--- config.mk ---
export PLATFORM = sky130hd
export DESIGN_NAME = decode_pipe
export DESIGN_NICKNAME = d
export VERILOG_FILES = /design/src/rtl/decode_pipe_pkg.sv /design/src/rtl/decode_pipe_comb.sv /design/src/rtl/decode_pipe.sv
export SDC_FILE = /design/constraint.sdc
export NUM_CORES = 1
export LEC_CHECK = 0
export BUFFER_PORTS_ARGS = -buffer_cell sky130_fd_sc_hd__clkbuf_2
export CORE_MARGIN = 5
export CORE_UTILIZATION = 45
export DETAILED_ROUTE_END_ITERATION = 16
export PLACE_DENSITY = 0.72
export SLEW_MARGIN = 10
export SYNTH_ARGS = -nofsm -noshare
export SYNTH_HDL_FRONTEND = slang
export SYNTH_SLANG_ARGS = --single-unit
--- constraint.sdc ---
create_clock -name clk_i -period 8.3 [get_ports clk_i]
set_input_delay 0.415 -clock clk_i [delete_from_list [all_inputs] [get_ports clk_i]]
set_output_delay 0.415 -clock clk_i [all_outputs]
set_load 0.05 [all_outputs]
--- src/rtl/decode_pipe_pkg.sv ---
// Shared types for the RV32 elastic decode stage: opcodes, control selects,
// the decode packet and immediate extraction helpers.
// Latency: n/a (types and pure functions). Backpressure: n/a.
package decode_pipe_pkg;

  // Major opcodes (instr[6:0]) recognised by the decoder.
  typedef enum logic [6:0] {
    OPCODE_LOAD     = 7'h03,
    OPCODE_MISC_MEM = 7'h0f,
    OPCODE_OP_IMM   = 7'h13,
    OPCODE_AUIPC    = 7'h17,
    OPCODE_STORE    = 7'h23,
    OPCODE_OP       = 7'h33,
    OPCODE_LUI      = 7'h37,
    OPCODE_BRANCH   = 7'h63,
    OPCODE_JALR     = 7'h67,
    OPCODE_JAL      = 7'h6f,
    OPCODE_SYSTEM   = 7'h73
  } opcode_e;

  // ALU operations; the comparison ops drive branch resolution.
  typedef enum logic [3:0] {
    ALU_ADD, ALU_SUB, ALU_XOR, ALU_OR, ALU_AND, ALU_SLL, ALU_SRL, ALU_SRA,
    ALU_SLT, ALU_SLTU, ALU_EQ, ALU_NE, ALU_LT, ALU_GE, ALU_LTU, ALU_GEU
  } alu_op_e;

  // Operand A source. OP_A_IMM is the zero immediate (LUI, FENCE).
  typedef enum logic [1:0] {
    OP_A_REG, OP_A_CURRPC, OP_A_IMM
  } op_a_sel_e;

  typedef enum logic {
    OP_B_REG, OP_B_IMM
  } op_b_sel_e;

  // Immediate source for operand B. IMM_N is the constant 4 used to form
  // the link address (pc + 4) for JAL/JALR, while the packet imm field keeps
  // the jump offset for the PC-ALU.
  typedef enum logic [2:0] {
    IMM_I, IMM_S, IMM_B, IMM_U, IMM_J, IMM_N
  } imm_b_sel_e;

  typedef enum logic [1:0] {
    PC_NONE, PC_JAL, PC_BRANCH, PC_JALR
  } pc_op_e;

  typedef enum logic [1:0] {
    LSU_BYTE, LSU_HALF, LSU_WORD
  } lsu_size_e;

  typedef struct packed {
    logic [31:0] pc;
    logic [31:0] imm;
    logic [4:0]  rs1;
    logic [4:0]  rs2;
    logic [4:0]  rd;
    logic        rs1_req;
    logic        rs2_req;
    logic        rd_we;
    logic        alu_req;
    alu_op_e     alu_op;
    op_a_sel_e   op_a_sel;
    op_b_sel_e   op_b_sel;
    imm_b_sel_e  imm_b_sel;
    logic        pc_req;
    pc_op_e      pc_op;
    logic        lsu_req;
    logic        lsu_we;
    lsu_size_e   lsu_size;
    logic        lsu_sext;
    logic        illegal;
  } dec_pkt_t;

  // Sign-extended immediates per RV32I instruction format.
  function automatic logic [31:0] imm_i(input logic [31:0] instr);
    return {{20{instr[31]}}, instr[31:20]};
  endfunction

  function automatic logic [31:0] imm_s(input logic [31:0] instr);
    return {{20{instr[31]}}, instr[31:25], instr[11:7]};
  endfunction

  function automatic logic [31:0] imm_b(input logic [31:0] instr);
    return {{19{instr[31]}}, instr[31], instr[7], instr[30:25], instr[11:8], 1'b0};
  endfunction

  function automatic logic [31:0] imm_u(input logic [31:0] instr);
    return {instr[31:12], 12'h000};
  endfunction

  function automatic logic [31:0] imm_j(input logic [31:0] instr);
    return {{11{instr[31]}}, instr[31], instr[19:12], instr[20], instr[30:21], 1'b0};
  endfunction

endpackage

--- src/rtl/decode_pipe_comb.sv ---
// Combinational RV32I/E decoder: instruction word + pc -> one decode packet.
// Latency: zero cycles (pure combinational). Backpressure: none, stateless.
// Ports: instr/pc in, pkt out. RV32E flags any used register index >= 16.
module decode_comb
  import decode_pipe_pkg::*;
#(
  parameter bit RV32E = 1'b0
) (
  input  logic [31:0] instr,
  input  logic [31:0] pc,
  output dec_pkt_t    pkt
);

  opcode_e    opcode;
  logic [2:0] funct3;
  logic [6:0] funct7;

  assign opcode = opcode_e'(instr[6:0]);
  assign funct3 = instr[14:12];
  assign funct7 = instr[31:25];

  dec_pkt_t dec;
  logic     bad_enc;   // unknown opcode or undefined funct3/funct7
  logic     rd_used;   // instruction format carries a destination register
  logic     rv32e_bad;

  always_comb begin
    dec           = '0;
    dec.pc        = pc;
    dec.rs1       = instr[19:15];
    dec.rs2       = instr[24:20];
    dec.rd        = instr[11:7];
    bad_enc       = 1'b0;
    rd_used       = 1'b0;
    rv32e_bad     = 1'b0;

    case (opcode)
      OPCODE_LOAD: begin
        dec.rs1_req   = 1'b1;
        rd_used       = 1'b1;
        dec.lsu_req   = 1'b1;
        dec.imm       = imm_i(instr);
        dec.imm_b_sel = IMM_I;
        case (funct3)
          3'b000: begin dec.lsu_size = LSU_BYTE; dec.lsu_sext = 1'b1; end
          3'b001: begin dec.lsu_size = LSU_HALF; dec.lsu_sext = 1'b1; end
          3'b010: dec.lsu_size = LSU_WORD;
          3'b100: dec.lsu_size = LSU_BYTE;
          3'b101: dec.lsu_size = LSU_HALF;
          default: bad_enc = 1'b1;
        endcase
      end

      OPCODE_STORE: begin
        dec.rs1_req   = 1'b1;
        dec.rs2_req   = 1'b1;
        dec.lsu_req   = 1'b1;
        dec.lsu_we    = 1'b1;
        dec.imm       = imm_s(instr);
        dec.imm_b_sel = IMM_S;
        case (funct3)
          3'b000: dec.lsu_size = LSU_BYTE;
          3'b001: dec.lsu_size = LSU_HALF;
          3'b010: dec.lsu_size = LSU_WORD;
          default: bad_enc = 1'b1;
        endcase
      end

      OPCODE_JAL: begin
        // ALU forms the link address pc+4; PC-ALU uses the J offset.
        rd_used       = 1'b1;
        dec.alu_req   = 1'b1;
        dec.alu_op    = ALU_ADD;
        dec.op_a_sel  = OP_A_CURRPC;
        dec.op_b_sel  = OP_B_IMM;
        dec.imm_b_sel = IMM_N;
        dec.pc_req    = 1'b1;
        dec.pc_op     = PC_JAL;
        dec.imm       = imm_j(instr);
      end

      OPCODE_JALR: begin
        dec.rs1_req   = 1'b1;
        rd_used       = 1'b1;
        dec.alu_req   = 1'b1;
        dec.alu_op    = ALU_ADD;
        dec.op_a_sel  = OP_A_CURRPC;
        dec.op_b_sel  = OP_B_IMM;
        dec.imm_b_sel = IMM_N;
        dec.pc_req    = 1'b1;
        dec.pc_op     = PC_JALR;
        dec.imm       = imm_i(instr);
        bad_enc       = (funct3 != 3'b000);
      end

      OPCODE_BRANCH: begin
        // ALU evaluates the condition on rs1/rs2; PC-ALU adds the B offset.
        dec.rs1_req   = 1'b1;
        dec.rs2_req   = 1'b1;
        dec.alu_req   = 1'b1;
        dec.op_a_sel  = OP_A_REG;
        dec.op_b_sel  = OP_B_REG;
        dec.imm_b_sel = IMM_B;
        dec.pc_req    = 1'b1;
        dec.pc_op     = PC_BRANCH;
        dec.imm       = imm_b(instr);
        case (funct3)
          3'b000: dec.alu_op = ALU_EQ;
          3'b001: dec.alu_op = ALU_NE;
          3'b100: dec.alu_op = ALU_LT;
          3'b101: dec.alu_op = ALU_GE;
          3'b110: dec.alu_op = ALU_LTU;
          3'b111: dec.alu_op = ALU_GEU;
          default: bad_enc = 1'b1;
        endcase
      end

      OPCODE_LUI: begin
        rd_used       = 1'b1;
        dec.alu_req   = 1'b1;
        dec.alu_op    = ALU_ADD;
        dec.op_a_sel  = OP_A_IMM;
        dec.op_b_sel  = OP_B_IMM;
        dec.imm_b_sel = IMM_U;
        dec.imm       = imm_u(instr);
      end

      OPCODE_AUIPC: begin
        rd_used       = 1'b1;
        dec.alu_req   = 1'b1;
        dec.alu_op    = ALU_ADD;
        dec.op_a_sel  = OP_A_CURRPC;
        dec.op_b_sel  = OP_B_IMM;
        dec.imm_b_sel = IMM_U;
        dec.imm       = imm_u(instr);
      end

      OPCODE_OP_IMM: begin
        dec.rs1_req   = 1'b1;
        rd_used       = 1'b1;
        dec.alu_req   = 1'b1;
        dec.op_a_sel  = OP_A_REG;
        dec.op_b_sel  = OP_B_IMM;
        dec.imm_b_sel = IMM_I;
        dec.imm       = imm_i(instr);
        case (funct3)
          3'b000: dec.alu_op = ALU_ADD;
          3'b010: dec.alu_op = ALU_SLT;
          3'b011: dec.alu_op = ALU_SLTU;
          3'b100: dec.alu_op = ALU_XOR;
          3'b110: dec.alu_op = ALU_OR;
          3'b111: dec.alu_op = ALU_AND;
          3'b001: begin
            // RV32 shamt is 5 bits, so instr[25] must be clear too.
            dec.alu_op = ALU_SLL;
            bad_enc    = (funct7 != 7'b0000000);
          end
          3'b101: begin
            if (funct7 == 7'b0000000) begin
              dec.alu_op = ALU_SRL;
            end else if (funct7 == 7'b0100000) begin
              dec.alu_op = ALU_SRA;
            end else begin
              bad_enc = 1'b1;
            end
          end
          default: bad_enc = 1'b1;
        endcase
      end

      OPCODE_OP: begin
        dec.rs1_req  = 1'b1;
        dec.rs2_req  = 1'b1;
        rd_used      = 1'b1;
        dec.alu_req  = 1'b1;
        dec.op_a_sel = OP_A_REG;
        dec.op_b_sel = OP_B_REG;
        if (funct7 == 7'b0000000) begin
          case (funct3)
            3'b000: dec.alu_op = ALU_ADD;
            3'b001: dec.alu_op = ALU_SLL;
            3'b010: dec.alu_op = ALU_SLT;
            3'b011: dec.alu_op = ALU_SLTU;
            3'b100: dec.alu_op = ALU_XOR;
            3'b101: dec.alu_op = ALU_SRL;
            3'b110: dec.alu_op = ALU_OR;
            default: dec.alu_op = ALU_AND;
          endcase
        end else if (funct7 == 7'b0100000 && funct3 == 3'b000) begin
          dec.alu_op = ALU_SUB;
        end else if (funct7 == 7'b0100000 && funct3 == 3'b101) begin
          dec.alu_op = ALU_SRA;
        end else begin
          bad_enc = 1'b1;
        end
      end

      OPCODE_MISC_MEM: begin
        // FENCE is a NOP here: 0 + 0 into nowhere, keeps the slot in order.
        dec.alu_req   = 1'b1;
        dec.alu_op    = ALU_ADD;
        dec.op_a_sel  = OP_A_IMM;
        dec.op_b_sel  = OP_B_IMM;
        dec.imm_b_sel = IMM_I;
        dec.imm       = 32'h0;
        bad_enc       = (funct3 != 3'b000);
      end

      default: bad_enc = 1'b1;  // SYSTEM and unknown opcodes
    endcase

    dec.rd_we = rd_used && (dec.rd != 5'd0);

    if (RV32E) begin
      rv32e_bad = (dec.rs1_req && dec.rs1[4]) ||
                  (dec.rs2_req && dec.rs2[4]) ||
                  (rd_used     && dec.rd[4]);
    end

    // Illegal packets keep only pc and the flag so they stay in order but
    // cannot trigger any register, ALU, PC or memory side effect.
    if (bad_enc || rv32e_bad || (instr[1:0] != 2'b11)) begin
      dec         = '0;
      dec.pc      = pc;
      dec.illegal = 1'b1;
    end
  end

  assign pkt = dec;

endmodule

--- src/rtl/decode_pipe.sv ---
// Elastic RV32 decode stage: decodes each accepted instruction into a FIFO.
// Latency: 1 cycle from accept to dec_valid_o when the FIFO is empty.
// Backpressure: instr_ready_o = !full (registered state only); flush wins.
// Ports: clk_i/rst_ni; flush_i; instr_valid_i/instr_ready_o/instr_rdata_i/
//        instr_pc_i in; dec_valid_o/dec_ready_i/dec_pkt_o out; illegal_cnt_o.
module decode_pipe
  import decode_pipe_pkg::*;
#(
  parameter int unsigned DEPTH = 2,     // FIFO entries, 1..4
  parameter bit          RV32E = 1'b0
) (
  input  logic        clk_i,
  input  logic        rst_ni,
  input  logic        flush_i,
  input  logic        instr_valid_i,
  output logic        instr_ready_o,
  input  logic [31:0] instr_rdata_i,
  input  logic [31:0] instr_pc_i,
  output logic        dec_valid_o,
  input  logic        dec_ready_i,
  output dec_pkt_t    dec_pkt_o,
  output logic [15:0] illegal_cnt_o
);

  localparam int unsigned PW = (DEPTH > 1) ? $clog2(DEPTH) : 1;
  localparam int unsigned CW = $clog2(DEPTH + 1);
  localparam logic [PW-1:0] LAST_IDX = PW'(DEPTH - 1);

  dec_pkt_t        dec_new;
  dec_pkt_t        mem [DEPTH];
  logic [PW-1:0]   wr_ptr;
  logic [PW-1:0]   rd_ptr;
  logic [CW-1:0]   count;
  logic [15:0]     illegal_cnt;
  logic            full;
  logic            empty;
  logic            push;
  logic            pop;

  decode_comb #(
    .RV32E (RV32E)
  ) u_decode_comb (
    .instr (instr_rdata_i),
    .pc    (instr_pc_i),
    .pkt   (dec_new)
  );

  // Full/empty come straight from the count register, so ready never
  // depends combinationally on dec_ready_i.
  assign full  = (count == CW'(DEPTH));
  assign empty = (count == '0);
  assign push  = instr_valid_i && !full && !flush_i;
  assign pop   = !empty && dec_ready_i && !flush_i;

  always_ff @(posedge clk_i or negedge rst_ni) begin
    if (!rst_ni) begin
      wr_ptr <= '0;
      rd_ptr <= '0;
      count  <= '0;
    end else if (flush_i) begin
      wr_ptr <= '0;
      rd_ptr <= '0;
      count  <= '0;
    end else begin
      if (push) begin
        wr_ptr <= (wr_ptr == LAST_IDX) ? '0 : wr_ptr + PW'(1);
      end
      if (pop) begin
        rd_ptr <= (rd_ptr == LAST_IDX) ? '0 : rd_ptr + PW'(1);
      end
      case ({push, pop})
        2'b10:   count <= count + CW'(1);
        2'b01:   count <= count - CW'(1);
        default: count <= count;
      endcase
    end
  end

  // Storage needs no reset: entries are only observed while count covers them.
  always_ff @(posedge clk_i) begin
    if (push) begin
      mem[wr_ptr] <= dec_new;
    end
  end

  // Counts only accepted illegal packets; a push dropped by flush never counts.
  always_ff @(posedge clk_i or negedge rst_ni) begin
    if (!rst_ni) begin
      illegal_cnt <= '0;
    end else if (push && dec_new.illegal && (illegal_cnt != 16'hFFFF)) begin
      illegal_cnt <= illegal_cnt + 16'd1;
    end
  end

  assign instr_ready_o = !full;
  assign dec_valid_o   = !empty;
  assign dec_pkt_o     = empty ? '0 : mem[rd_ptr];
  assign illegal_cnt_o = illegal_cnt;

endmodule

After elaboration in Yosys (flattened, before gate mapping)

Memories as Yosys holds them, arrays and structs flattened.
Cells that the tools add are included.
Widths: inputs -> output; s select.

Bits of input ports: 69
Output and inout port bits: 120
Register bits after elaboration: 20
Memories: 1
RAM bits: 204
Word-level logic and storage cells: 115

Memories:

| memory | words | bits a word | rd ports | clocked after Yosys merged registers in | wr ports | RTL line          | text |
|---|---|---|---|---|---|---|---|
| mem    | 2     | 102         | 1        | 0                                       | 1        | decode_pipe.sv:30 | `dec_pkt_t mem [DEPTH];` |

Muxes and demuxes: 44
Equal/unequal tests: 23
Reductions and logical operators: 38
Add/subtract/negate cells: 5

Operators by type and width:

| cell                  | count |
|---|---|
| $pmux 32 s5           | 1 |
| $mux 102              | 1 |
| $mux 70               | 1 |
| $pmux 8 s5            | 1 |
| $pmux 4 s8            | 1 |
| $eq 7x6->1 const B    | 4 |
| $pmux 4 s7            | 1 |
| $pmux 4 s6            | 1 |
| $mux 1                | 23 |
| $eq 7x7->1 const B    | 3 |
| $add 16x1->16 const B | 1 |
| $ne 16x16->1 const B  | 1 |
| $pmux 2 s2            | 4 |
| $reduce_or 3->1       | 5 |
| $eq 7x5->1 const B    | 2 |
| $reduce_or 2->1       | 7 |
| $eq 3x3->1 const B    | 4 |
| $mux 4                | 3 |
| $pmux 3 s4            | 1 |
| $reduce_or 6->1       | 2 |
| $logic_and 1x1->1     | 9 |
| $pmux 3 s3            | 1 |
| $eq 7x2->1 const B    | 1 |
| $eq 7x4->1 const B    | 1 |
| 23 further kinds      | 31 |

Logic depth before layout (Yosys ltp)

Depth in word-level cells: 10
Mapped depth: 8
Mapped depth without buffers: 6

Hierarchy

From an unflattened synthesis, not the netlist that was laid out.

Cells, all modules: 828
Area, all modules: 10,518.8 sq um

By module, submodules not included:

| module      | seq. area each (sq um) | cells an instance | times used | area an instance (sq um) |
|---|---|---|---|---|
| decode_pipe | 6,626.4                | 537               | 1          | 8,725.9 |
| decode_comb | 0.0                    | 291               | 1          | 1,793.0 |

Worst setup path before layout

OpenSTA, ideal clock, no wires.

Kind: flip-flop to flip-flop
Start point: reg count[1]
End point: mem mem[0][0] (netlist name), enable pin
Required time: 7.738 ns
Slack: 2.218 ns
Period minus slack after synthesis: 6.082 ns
Stages on the path, launching flop included: 6
Library setup time: 0.562 ns
Arrival: 5.520 ns
Path buffers: 1
Cells stage by stage: dfrtp_1 or2b_2 nand2_1 or2_2 clkbuf_1 nor2_1

Longest elaborated chain between the ends: 6

Ends and longest elaborated chain:

| item                           | RTL line          | text |
|---|---|---|
| start, declared                | decode_pipe.sv:33 | `logic [CW-1:0] count;` |
| start signal, assigned         | decode_pipe.sv:72 | `2'b10: count <= count + CW'(1);` |
| start signal, assigned         | decode_pipe.sv:73 | `2'b01: count <= count - CW'(1);` |
| start signal, assigned         | decode_pipe.sv:74 | `default: count <= count;` |
| $eq 2x2->1                     | decode_pipe.sv:50 | `assign full = (count == CW'(DEPTH));` |
| $logic_not 1->1                | n/a               |  |
| net instr_ready_o              | decode_pipe.sv:16 | `output logic instr_ready_o,` |
| $logic_and 1x1->1 (2 in a row) | decode_pipe.sv:52 | `assign push = instr_valid_i && !full && !flush_i;` |
| $mux 1                         | decode_pipe.sv:81 | `if (push) begin` |
| $mux 1 (implied by the code)   | decode_pipe.sv:82 | `mem[wr_ptr] <= dec_new;` |
| end, declared                  | decode_pipe.sv:30 |  |

The timed path passes the listed nets, and every way through them passes these cells.

==> results.cfg <==
[place]
dp.cells = 1200
pre_cts_ws_ns = 5.12
gp_congestion = 0.847
portBuffers = 188
post-dp-hpwl_mm = 15.4

[global_route]
grt_max_degree = 103
grt_pass1_wl_mm = 34.3
grt_pass1_vias = 6280
antenna_found_initial = 0
grt-ovfl-total = 0
gr-usage-all-layers_pct = 17.6

[synthesis]
synth_common_cells = edfxtp_1 (202), nor2_1 (157), mux2i_1 (104), nand2_1 (45), a21oi_1 (31)
ys_ff_latch = 222
synth.most_common_cell = edfxtp_1
yosysUniqueCellTypes = 58
async_flop_share_pct = 9.01
synth_edf_count = 202
syn_nets = 840
synth_ff_type = edfxtp_1
ys_warn_count = 0
synth.largest_area_cell = edfxtp_1
yosysTopAreaCellShare_pct = 61.9
synth_area_um2 = 9800
synthCells = 770
synth-seq-area-share_pct = 67.0
synthTopCellsByArea = edfxtp_1 (62%), mux2i_1 (11%), nor2_1 (6.0%)
synth_area_per_cell_um2 = 12.7

[pwr]
comb_power_share_pct = 17.7
power_w = 0.00276
ir_drop_uv = 175
switching_power_w = 0.000821
leakage_nw = 4.42
p_int_w = 0.00194
pwr-share-seq_pct = 47.4
powerDensity_nw_per_um2 = 236
pwr-share-clk_pct = 34.9
p_sw_share_pct = 29.7

[sta]
final.setup.tns_ns = 0
fmax_ghz = 0.285
hold_violations = 0
slew_violations = 0
fin_crit_sh_pct = 42.3
timing.slew.headroom_pct = 26.1
worstMarginPinSlew_ns = 1.11
finalClockSkew_ns = 0.00623
period_needed_ns = 3.51
setup_slack_ns = 4.79
finalSetupViolCount = 0
rsz0062_at_grt = false

[route]
route.detailed.drc = 0
vias_per_cell = 5.34
drt_iter0_drc = 397
dr.pass1.iters = 5
wl_per_cell_um = 18.4
ant_nets = 0
dr_total_vias = 6627
wl_mm = 22.8

[die]
start_util_pct = 45.3
die_h_um = 158
die_x_um = 158
std_cell_rows = 54
ios = 189
dieArea_um2 = 24800
fp.coreArea_um2 = 21600

[run]
cap_viol_max_count = 0

[finish]
syn2layout_area_growth_pct = 19.4
utilization_pct = 54.1
stdcell_count = 1242
final_layout_size_suffix_gt1_share_pct = 25.2
final_nets = 1017
fillCellCount = 1854
multi_input_area_um2 = 2980
regArea_um2 = 6570
diodes = 0

[worst_setup_path]
reg2reg_depth = 5
worstPathRequired_ns = 7.89
reg2reg_slack_ns = 5.20
crit_fanout = 62
worstPathArrival_ns = 3.09
start_kind = flip-flop
cp-end-kind = output pin
reg2reg_from = count[1]
r2r-end = mem[0][22]
worstSetupPathType = reg -> out

[min_path]
holdPathStages = 1
min_path_type = in -> reg
hold_path_end = mem[0][97]
holdCritStartpoint = instr_pc_i[27]

[clocking]
cts_buffer_depth = 3
clk_pin_slew_worst_paths_ns = 0.06
cts_buffers = 24
clkLatencyLatePin_ns = 0.51
h-tree-depth = 1
cts_tree = yes
cts_root_buffer = clkbuf_16
cts-resized-gates = 0
clock_sinks = 222

[run_status]
status = finished, final reports clean
[power by group through the flow]
stage               combinational, W  clock, W  sequential [W]
floorplan                   0.000326         0         0.00137
global placement            0.000489         0         0.00133
CTS                         0.000494  0.000987         0.00131
finish                      0.000488  0.000965         0.00131
global route                0.000519   0.00103         0.00132
detailed placement          0.000493         0         0.00133
[state kept, by name, summed over array words and instances, names as in the netlist]
| name | flops |
|---|---|
| count | 2 |
| illegal_cnt_o | 16 |
| mem | 202 |
| rd_ptr | 1 |
| wr_ptr | 1 |
[stage by stage]
step / area [um^2] / hold slack (ns)
after floorplan: 9800 / 0.119
after global placement: 11000 / 0.407
after detailed placement: 11000 / 0.410
after CTS: 11700 / 0.0786
after global routing: 11700 / 0.0806
final: 11700 / 0.0947
[routing by layer]
| metal | wire length (um) | track usage [%] | up-vias |
|---|---|---|---|
| met5 | 0 | 0 | - |
| met4 | 644 | 5.78 | 0 |
| met3 | 1840 | 3.31 | 49 |
| met2 | 10600 | 28.3 | 298 |
| met1 | 9730 | 24.4 | 3151 |
| li1 | - | - | 3129 |
[worst max path at each step]
stage          cells past startpoint  slack (ns)       endpoint             start
2_1_floorplan                      5        2.22      mem[0][0]          count[1]
6_report                           4        4.79  dec_pkt_o[46]            rd_ptr
4_1_cts                            4        4.75  dec_pkt_o[48]            rd_ptr
3_3_place_gp                       8        5.19      mem[0][3]  instr_rdata_i[4]
5_1_grt                            4        4.60  dec_pkt_o[48]            rd_ptr
3_5_place_dp                       8        5.12      mem[1][3]  instr_rdata_i[4]
[placed cells by master (no fill, tap or decap), drive strengths merged, types with 11 or more instances in the layout]
cell type / netlist / final
edfxtp: 202 / 202
dfrtp: 20 / 20
inv: 25 / 26
nand3: 19 / 19
nand2: 45 / 45
clkbuf: 24 / 217
mux2i: 104 / 104
o21ai: 11 / 11
nor2: 157 / 157
xnor2: 15 / 15
a21oi: 31 / 31
nor3: 13 / 13
[worst max-delay path, stage by stage (launching register included)]
cell	delay (ns)
dfrtp_4	0.91
buf_4	0.94
mux2i_1	0.32
nor2_1	0.06
clkbuf_2	0.29
[area by class of cell]
type | count | area share, %
multi-input combinational | 480 | 25.5
inverter | 25 | 0.802
clock buffer | 29 | 5.48
tap | 280 | 2.99
clock inverter | 12 | 0.610
timing repair buffer | 194 | 8.45
sequential | 222 | 56.2
[what timing repair did]
item	CTS	global route
endpoints found under the setup margin	0	0
setup buffers	0	0
hold buffers	1	0
endpoints found under the hold margin	20	0
[cells by family (layout without fill, tap and decap cells)]
family                     Yosys count  count (layout)  synth area share, %
buffers and inverters               68             260                 2.82
AOI/OAI and AO/OA                   69              69                 4.37
DFF                                222             222                 67.0
adders and majority gates            2               2                0.230
and+or+nand+nor                    286             286                 13.2
xor gates and xnor gates            17              17                 1.52
muxes                              106             106                 10.9
Note: power is estimated with default switching activity, not from simulation.
